**src/rtl/bk_multiword_add_seq.sv**
```systemverilog
// bk_multiword_add_seq: multi-word adder sequencer around a single W-bit adder.
// It adds the operands one W-bit chunk per cycle, least-significant chunk first.
// The carry between chunks is kept in a register.
module bk_multiword_add_seq #(
    parameter int W     = 16,
    parameter int WORDS = 4
) (
    input  logic               clk,
    input  logic               rst_n,
    input  logic               in_valid,
    output logic               in_ready,
    input  logic [W*WORDS-1:0] a,
    input  logic [W*WORDS-1:0] b,
    input  logic               cin,
    output logic               out_valid,
    input  logic               out_ready,
    output logic [W*WORDS-1:0] sum,
    output logic               cout,
    output logic [W-1:0]       add_a,
    output logic [W-1:0]       add_b,
    output logic               add_cin,
    input  logic [W-1:0]       add_s,
    input  logic               add_cout
);

    localparam int IDX_W = (WORDS > 1) ? $clog2(WORDS) : 1;
    localparam logic [IDX_W-1:0] LAST_IDX = IDX_W'(WORDS - 1);

    typedef enum logic [1:0] {
        IDLE = 2'd0,
        RUN  = 2'd1,
        DONE = 2'd2
    } state_t;

    state_t               r_state;
    state_t               w_state_nxt;
    logic [IDX_W-1:0]     r_idx;
    logic [W*WORDS-1:0]   r_a;
    logic [W*WORDS-1:0]   r_b;
    logic                 r_carry;
    logic [W*WORDS-1:0]   r_sum;
    logic                 r_cout;
    logic                 w_accept;
    logic                 w_last;

    assign w_accept  = (r_state == IDLE) && in_valid;
    assign w_last    = (r_idx == LAST_IDX);
    assign in_ready  = (r_state == IDLE);
    assign out_valid = (r_state == DONE);
    assign sum       = r_sum;
    assign cout      = r_cout;

    // State register; an asynchronous reset drops any in-flight operation.
    always_ff @(posedge clk or negedge rst_n) begin
        if (!rst_n) begin
            r_state <= IDLE;
        end else begin
            r_state <= w_state_nxt;
        end
    end

    // Next-state logic: accept in IDLE, step through the chunks, hold the result until it is taken.
    always_comb begin
        w_state_nxt = r_state;
        case (r_state)
            IDLE:    if (in_valid)  w_state_nxt = RUN;
            RUN:     if (w_last)    w_state_nxt = DONE;
            DONE:    if (out_ready) w_state_nxt = IDLE;
            default:                w_state_nxt = IDLE;
        endcase
    end

    // Drive the adder from the current chunk only while running; otherwise drive all zeros.
    always_comb begin
        add_a   = '0;
        add_b   = '0;
        add_cin = 1'b0;
        if (r_state == RUN) begin
            add_a   = r_a[int'(r_idx)*W +: W];
            add_b   = r_b[int'(r_idx)*W +: W];
            add_cin = r_carry;
        end
    end

    // Operand latch, chunk index, inter-chunk carry and result capture.
    always_ff @(posedge clk or negedge rst_n) begin
        if (!rst_n) begin
            r_idx   <= '0;
            r_a     <= '0;
            r_b     <= '0;
            r_carry <= 1'b0;
            r_sum   <= '0;
            r_cout  <= 1'b0;
        end else begin
            if (w_accept) begin
                r_a     <= a;
                r_b     <= b;
                r_carry <= cin;
                r_idx   <= '0;
            end else if (r_state == RUN) begin
                r_sum[int'(r_idx)*W +: W] <= add_s;
                r_carry                   <= add_cout;
                if (w_last) begin
                    r_cout <= add_cout;
                    r_idx  <= '0;
                end else begin
                    r_idx  <= r_idx + 1'b1;
                end
            end
        end
    end

endmodule

```
**config.mk**
```make
export PLATFORM = sky130hd
export DESIGN_NAME = bk_multiword_add_seq
export DESIGN_NICKNAME = d
export VERILOG_FILES = /design/src/rtl/bk_multiword_add_seq.sv
export SDC_FILE = /design/constraint.sdc
export NUM_CORES = 1
export LEC_CHECK = 0
export ABC_CLOCK_PERIOD_IN_PS = 6330
export BUFFER_PORTS_ARGS = -buffer_cell sky130_fd_sc_hd__clkbuf_2
export CELL_PAD_IN_SITES_DETAIL_PLACEMENT = 0
export CELL_PAD_IN_SITES_GLOBAL_PLACEMENT = 2
export CORE_MARGIN = 2
export CORE_UTILIZATION = 37
export CTS_CLUSTER_DIAMETER = 50
export DETAILED_ROUTE_END_ITERATION = 8
export GPL_TIMING_DRIVEN = 0
export PLACE_DENSITY = 0.95
export SLEW_MARGIN = 20
export SYNTH_ARGS = -nofsm -noshare
export SYNTH_HDL_FRONTEND = slang
export SYNTH_SLANG_ARGS = --single-unit
```
**constraint.sdc**
```tcl
create_clock -name clk -period 6.33 [get_ports clk]
set_input_delay 1.266 -clock clk [delete_from_list [all_inputs] [get_ports clk]]
set_output_delay 1.266 -clock clk [all_outputs]
set_load 0.1 [all_outputs]
```
==> results of run 1 <==
==> registers in the layout, indices dropped and copies added, names as in the netlist <==
register,flops
r_b,64
r_a,64
r_carry,1
r_state,2
cout,1
sum,64
r_idx,2
==> metrics by stage <==
| step | std cells | setup slack [ns] | area [µm²] |
|---|---|---|---|
| 2_1_floorplan | 597 | 2.42 | 8370 |
| 3_3_place_gp | 1131 | 0.121 | 9970 |
| 3_5_place_dp | 1133 | 2.77 | 10000 |
| 4_1_cts | 1165 | 2.31 | 10700 |
| 5_1_grt | 1165 | 2.22 | 10700 |
| 6_report | 1165 | 2.39 | 10700 |
==> layout by cell type (no fill, tap or decap), drive strengths merged <==
cell,count
a21oi,2
a22o,49
a22oi,1
and2,2
buf,34
bufinv,3
clkbuf,275
clkinv,2
clkinvlp,1
dfrtp,198
ha,6
inv,11
mux2,129
mux2i,64
nand2,40
nand2b,1
nand3b,1
nand4bb,1
nor2,2
nor2b,1
nor3,1
nor4,1
nor4b,2
nor4bb,1
o21ai,17
o22ai,32
o2bb2ai,1
or2,1
or3b,1
==> logic make-up (layout without fill, tap and decap cells) <==
group                    Yosys count  after routing  synth area share
AO/OA/AOI/OAI                    102            102            0.0885
adder cells (fa/ha/maj)            6              6           0.00897
buffers and inverters             43            326            0.0242
flip-flops                       198            198             0.592
multiplexers                     193            193             0.250
AND/OR/NAND/NOR                   55             55            0.0362
==> per-layer routing <==
layer  global-route usage  wire (µm)  vias up
li1                     -          -     2724
met1                0.231       9400     2922
met2                0.306      10200      204
met3               0.0636       1790       21
met4               0.0538        372        0
met5                    0          0        -
==> worst max path at each step <==
| stage | startpoint | endpoint | slack [ns] |
|---|---|---|---|
| after detailed placement | r_idx[0]$_DFFE_PN0P_ | add_a[13] | 2.77 |
| after global routing | r_idx[0]$_DFFE_PN0P_ | add_a[13] | 2.22 |
| after floorplan | r_idx[0]$_DFFE_PN0P_ | add_a[0] | 2.42 |
| after CTS | r_idx[0]$_DFFE_PN0P_ | add_a[13] | 2.31 |
| final | r_idx[0]$_DFFE_PN0P_ | add_a[12] | 2.39 |
| after global placement | rst_n | r_b[28]$_DFFE_PN0N_ | 0.12 |
==> final cells by class <==
type                       count  area share
buffer                        39      0.0176
clock inverter                13      0.0172
timing repair buffer         251       0.123
inverter                       4     0.00141
multi-input combinational    356       0.301
sequential                   198       0.465
clock buffer                  19      0.0415
tap                          285      0.0334
==> summary by stage, run 1 <==
STA
The actual transition at the worst max-transition pin is 0.886 ns. The worst-case headroom to the max-slew limit is 0.409. The tightest hold path in the finished design has a slack of 0.489 ns. The clock period could shrink to 3.94 ns. The final hold violation count is 0.

Setup repair after global routing left no endpoint under its margin. Of the available clock period, the critical path in the final layout requires 0.622. Timing would allow up to 254 MHz. The final total negative setup slack is 0 ns. The clock arrives with 0.0122 ns of skew. The final setup violation count is 0. The max-slew violation count is 0.

Worst setup path
The count of buffer and inverter cells on the critical path is 4. In this design, the largest share of critical-path delay is due to buffers and inverters. Counting buffers and inverters, the worst setup path is 6 cells deep. The worst setup path is launched from a flip-flop. The path type of the worst setup path is reg -> out. STA classifies the critical path endpoint as a primary output. For flop-to-flop paths, the worst setup slack is 3.90 ns. The most frequent cell on the critical path is buf_2.

Data on the critical path arrives at its endpoint at 2.67 ns. The data required time of the worst path is 5.06 ns. Of all nets on the critical path, the largest fanout is 10. Measured in cells, the most critical reg-to-reg path has a length of 7. Traced cell by cell, the critical path runs through buf_2 > buf_2 > buf_2 > mux2i_1 > o22ai_1 > clkbuf_2. In this run the critical register-to-register path is launched from r_idx[0]$_DFFE_PN0P_. The highest-delay cell along the critical path is clkbuf_2. The highest cell delay on the worst timing path is 0.50 ns. The end of the worst register-to-register path is sum[31]$_DFFE_PN0P_.

Run status
The run finished with clean final reports.

Logic synthesis
The largest total area in the synthesized netlist belongs to dfrtp_1. The register area share after synthesis is 0.592. The synthesized design contains 0 enable-type register cells. Dividing the synthesized area by the synthesized cell count gives 14.0 µm². The top flip-flop cell by instance count after synthesis is dfrtp_1. The async set or reset register ratio after synthesis is 1.00. The share of the synthesized area in the top cell type is 0.592. The library cell with the highest instance count after synthesis is dfrtp_1. The total nets after synthesis is about 750. The total standard cell area after synthesis is 0.00837 mm².

The number of distinct library cells after synthesis is 32. The number of warnings issued by yosys is 0. Counting instances in the post-synthesis netlist gives the leading cell types as dfrtp_1 (198), mux2_2 (111), mux2i_1 (64). The synthesized instance count is 597. Synthesis inferred approximately 200 register bits. By area the synthesized netlist is led by dfrtp_1 (59%), mux2_2 (15%), mux2i_1 (7.7%).

Route
Dividing the detail-routed wire length by the instance count gives 18.7 µm. The number of iterations in the first detailed-routing pass is 4. Dividing the detail-routed via count by the number of cells gives 5.04. Across all layers, the routed design uses 5,871 vias.

The number of nets with antenna violations after detailed routing is 0. The starting DRC count in detailed routing is 259. The detailed-route wire length is about 22,000 µm. The final routed DRC violation total is 0.

Floorplan
The floorplan has between 50 and 60 rows. The count of boundary I/O pins is 250. The height of the die is 154 µm. The effective utilization at floorplan is 0.373. The die area is 0.0238 mm². The floorplan step set the die width to 154 µm. The placeable core region is around 0.022 mm².

Final layout
The layout net count is 1,023. The share of cells above drive strength 1 is 0.482. The area added between synthesis and finish is 27.4%.

The sequential cell area is 0.00495 mm². The multi-input combinational cells in the finished layout cover a total of 0.00321 mm². The share of the core filled with cells is 0.475.

The repair_antennas step left the layout with diodes totalling 0. The fill cell instance count of the final layout is 2,062.

Worst hold path
The path with the worst hold slack has its endpoint at r_a[45]$_DFFE_PN0N_. The number of cells traversed by the worst hold path is 1. The critical hold path startpoint is r_a[45]$_DFFE_PN0N_.

The type of the most critical hold path is reg -> reg.

Clock tree
The number of setup buffers added after CTS is 0. The number of clock sinks seen by CTS is just under 200. After clock tree synthesis, the clock-pin slew on the worst setup and hold paths is 0.08 ns.

Buffers inserted to repair hold after CTS numbered 0. The tree is rooted in a clkbuf_16. The total CTS buffers is 17. The deepest level of the CTS H-tree is 4. TritonCTS built the clock tree. The post-cts resize count is 0.

The later pin in the worst-skew pair is clocked with a latency of 0.42 ns. Counting along the longest clock path gives a buffer depth of 2.

Global route
The global-route usage over all layers is 0.185. The first global-routing pass estimated ~34,000 µm of wire. The number of antenna violations at the first check in global routing came to 0.

The aggregate global routing overflow is 0. Entering global routing, the biggest net connects 91 pins. The number of global-route vias before repair was 6,241.

Place
At the end of routability-driven placement, the weighted congestion stood at approximately 0.8. Detailed placement finished with a half-perimeter wire length of 15,900 µm. Port buffering added 249 buffers.

Job
Across the run, the number of max-cap violations was 0.
Power of run 1 is not shown: default switching activity piles up to over one toggle a cycle in this logic, so the estimate is an artifact.
==> run 2, diff against run 1 <==
--- a/config.mk
+++ b/config.mk
@@ -5,16 +5,16 @@
 export SDC_FILE = /design/constraint.sdc
 export NUM_CORES = 1
 export LEC_CHECK = 0
-export ABC_CLOCK_PERIOD_IN_PS = 6330
+export ABC_CLOCK_PERIOD_IN_PS = 4100
 export BUFFER_PORTS_ARGS = -buffer_cell sky130_fd_sc_hd__clkbuf_2
 export CELL_PAD_IN_SITES_DETAIL_PLACEMENT = 0
 export CELL_PAD_IN_SITES_GLOBAL_PLACEMENT = 2
 export CORE_MARGIN = 2
-export CORE_UTILIZATION = 37
+export CORE_UTILIZATION = 34
 export CTS_CLUSTER_DIAMETER = 50
 export DETAILED_ROUTE_END_ITERATION = 8
 export GPL_TIMING_DRIVEN = 0
-export PLACE_DENSITY = 0.95
+export PLACE_DENSITY = 0.9
 export SLEW_MARGIN = 20
 export SYNTH_ARGS = -nofsm -noshare
 export SYNTH_HDL_FRONTEND = slang
==> constraint.sdc (replaced) <==
create_clock -name clk -period 4.1 [get_ports clk]
set_input_delay 0.82 -clock clk [delete_from_list [all_inputs] [get_ports clk]]
set_output_delay 0.82 -clock clk [all_outputs]
set_load 0.1 [all_outputs]
==> run 2 against run 1 <==
Via count is essentially flat; flip-flop and latch count is the same; non-clock buffer count is the same; first-iteration DRC count grew 5.8%; design area grew 0.24%; die area grew 8.6%; register-to-register slack lost 2.3 ns; global-route usage shrank 0.59 points; utilization shrank 3.5 points; final cell count grew 3.3%; critical path depth is the same; critical path type unchanged; largest cell class unchanged; critical endpoint is now add_b[0].
==> summary by stage, run 2 (same netlist as run 1, synthesis figures left out) <==
Clock tree
Clock latency on the worst-skew pair, taken at its later pin, is approximately 0.43 ns. The number of buffers on the longest clock path is 2. The clock drives ~200 sinks. The number of hold buffers added after CTS was 0. The clock root buffer is clkbuf_16. The post-cts resize count is 0. TritonCTS built the clock tree. The deepest level of the CTS H-tree is 4. Clock-pin slew was measured on the worst setup and hold paths at 0.08 ns. After clock tree synthesis, the setup repair step added 0 buffers. TritonCTS created 17 clock buffers.

STA
The max-slew violation count is 0. The hold slack is 0.326 ns. The actual transition at the worst max-transition pin is 0.914 ns.

The final hold violation count is 0. Setup repair after global routing left no endpoint under its margin. The worst path needs 3.61 ns of the cycle, external delays included. The setup clock skew after layout is approximately 0.007 ns. The timing-limited maximum frequency is 277 MHz.

Setup slack on the critical path of the routed design comes to 0.488 ns. The post-route fraction of the period consumed by the critical path is 0.881. The worst-case headroom to the max-slew limit is 0.390. The final setup violation count is 0.

Route
The final routed DRC violation total is 0. Wires add up to approximately 23,000 µm. The detail-routed via count per cell is between 4 and 5. The highest layer touched by signal routing is met4. Before antenna repair, the detailed router went through 4 iterations. The starting DRC count in detailed routing is 274. In the final routed layout, each cell accounts on average for 18.8 µm. The routed layout has 5,874 vias. The wire length on met2 is 10,700 µm. The total length of routed met3 wires is 1720 µm. The routed metal-1 wire length is 10,000 µm. The number of nets with antenna violations after detailed routing is 0.

Global route
The first global-routing pass estimated roughly 36,000 µm of wire. The number of global-route vias before repair is 6,237. The maximum number of pins on one net before global-route repair is 91.

The number of antenna violations at the first check in global routing came to 0. For this run, the total global-route usage over all layers was measured as 0.179. Global routing finished with a remaining overflow of 0.

Floorplan
The height of the die is 161 µm. The core region is between 0.02 and 0.025 mm². The initial utilization of the core area, before any placement, comes to 0.345.

The count of boundary I/O pins is 250. In this run the core area contains 57 standard-cell rows. The floorplan step set the die width to 161 µm. The die area is 0.0259 mm².

Worst setup path
The maximum fanout along the worst path is 10. Data arrives at the worst endpoint at 2.79 ns. For the worst setup path, the data required time is 3.28 ns.

The first element of the critical path is r_idx[0]$_DFFE_PN0P_. The startpoint type of the worst setup path is a flip-flop. The startpoint of the worst register-to-register path is r_idx[0]$_DFFE_PN0P_. The critical path in this run is classified as reg -> out. The worst setup path is captured at a primary output.

Place
The last weighted congestion value of the routability-driven placer is approximately 0.77. The post-detailed-placement half-perimeter wirelength is 16,700 µm. The pre-CTS setup slack is 0.802 ns. The total of buffers placed on input and output ports is around 250.

Final layout
The area added between synthesis and finish is 27.7%. Of the cells placed in the final design, the portion with a size suffix greater than 1 is 0.483. The share of the core filled with cells is 0.441. The fill cell instance count of the final layout is 2,284. In the layout the commonest cells are clkbuf_2 (248), dfrtp_1 (198), mux2_2 (111). The final layout contains 1,023 nets. Leaving out fill and tap cells, the most frequent cell in the layout is clkbuf_2. The number of antenna diodes in the final layout is 0.

Run status
The flow ran to the end, and the final reports show no timing, DRC or antenna violations.

Job
The number of max-capacitance violations reported is 0.

Worst hold path
The path class of the tightest hold or removal check is in -> async.
==> run 2: changes by cell type in the layout (fill, tap and decap cells not counted) <==
cell        change
inv_8           +5
clkinv_4        -1
clkinvlp_4      +1
inv_6           -2
clkbuf_8        -1
bufinv_16       -2
clkbuf_1        -1
clkinv_8        +1
==> run 2: worst paths after layout <==
| kind | endpoint | slack [ns] | cells past startpoint |
|---|---|---|---|
| setup / recovery | add_b[0] | 0.49 | 6 |
| hold / removal | sum[19]$_DFFE_PN0P_ | 0.33 | 1 |
| setup reg to reg | sum[26]$_DFFE_PN0P_ | 1.63 | 7 |
| hold reg to reg | sum[52]$_DFFE_PN0P_ | 0.48 | 2 |
| max in group asynchronous | r_b[60]$_DFFE_PN0N_ | 2.98 | 2 |
| min in group clk | sum[52]$_DFFE_PN0P_ | 0.48 | 2 |
==> run 2: worst max-delay path: stages (launching register included) <==
cell	delay, ns
dfrtp_1	0.40
buf_2	0.22
buf_2	0.37
buf_2	0.44
mux2i_1	0.14
o22ai_1	0.23
clkbuf_2	0.54
==> run 2: per-layer routing <==
| metal | global-route usage | vias up |
|---|---|---|
| li1 | - | 2728 |
| met1 | 0.231 | 2939 |
| met2 | 0.293 | 194 |
| met3 | 0.0581 | 13 |
| met4 | 0.0446 | 0 |
| met5 | 0 | - |
==> run 2: area by class of cell <==
cell class                      instances  area, µm²  share of cell area
Sequential cell                       198       4950               0.464
Multi-Input combinational cell        356       3210               0.301
Timing Repair Buffer                  251       1310               0.123
Clock buffer                           17        425              0.0398
Tap cell                              324        405              0.0379
Buffer                                 39        188              0.0176
Clock inverter                         15        178              0.0166
Inverter                                4       15.0             0.00140
==> run 2: stage by stage <==
step | instance area, µm² | TNS (ns) | instances
after floorplan | 8370 | 0 | 597
after global placement | 10000 | -337.01 | 1170
after detailed placement | 10100 | 0 | 1172
after CTS | 10700 | 0 | 1204
after global routing | 10700 | 0 | 1204
final | 10700 | 0 | 1204
Power of run 2 is left out for the same reason.
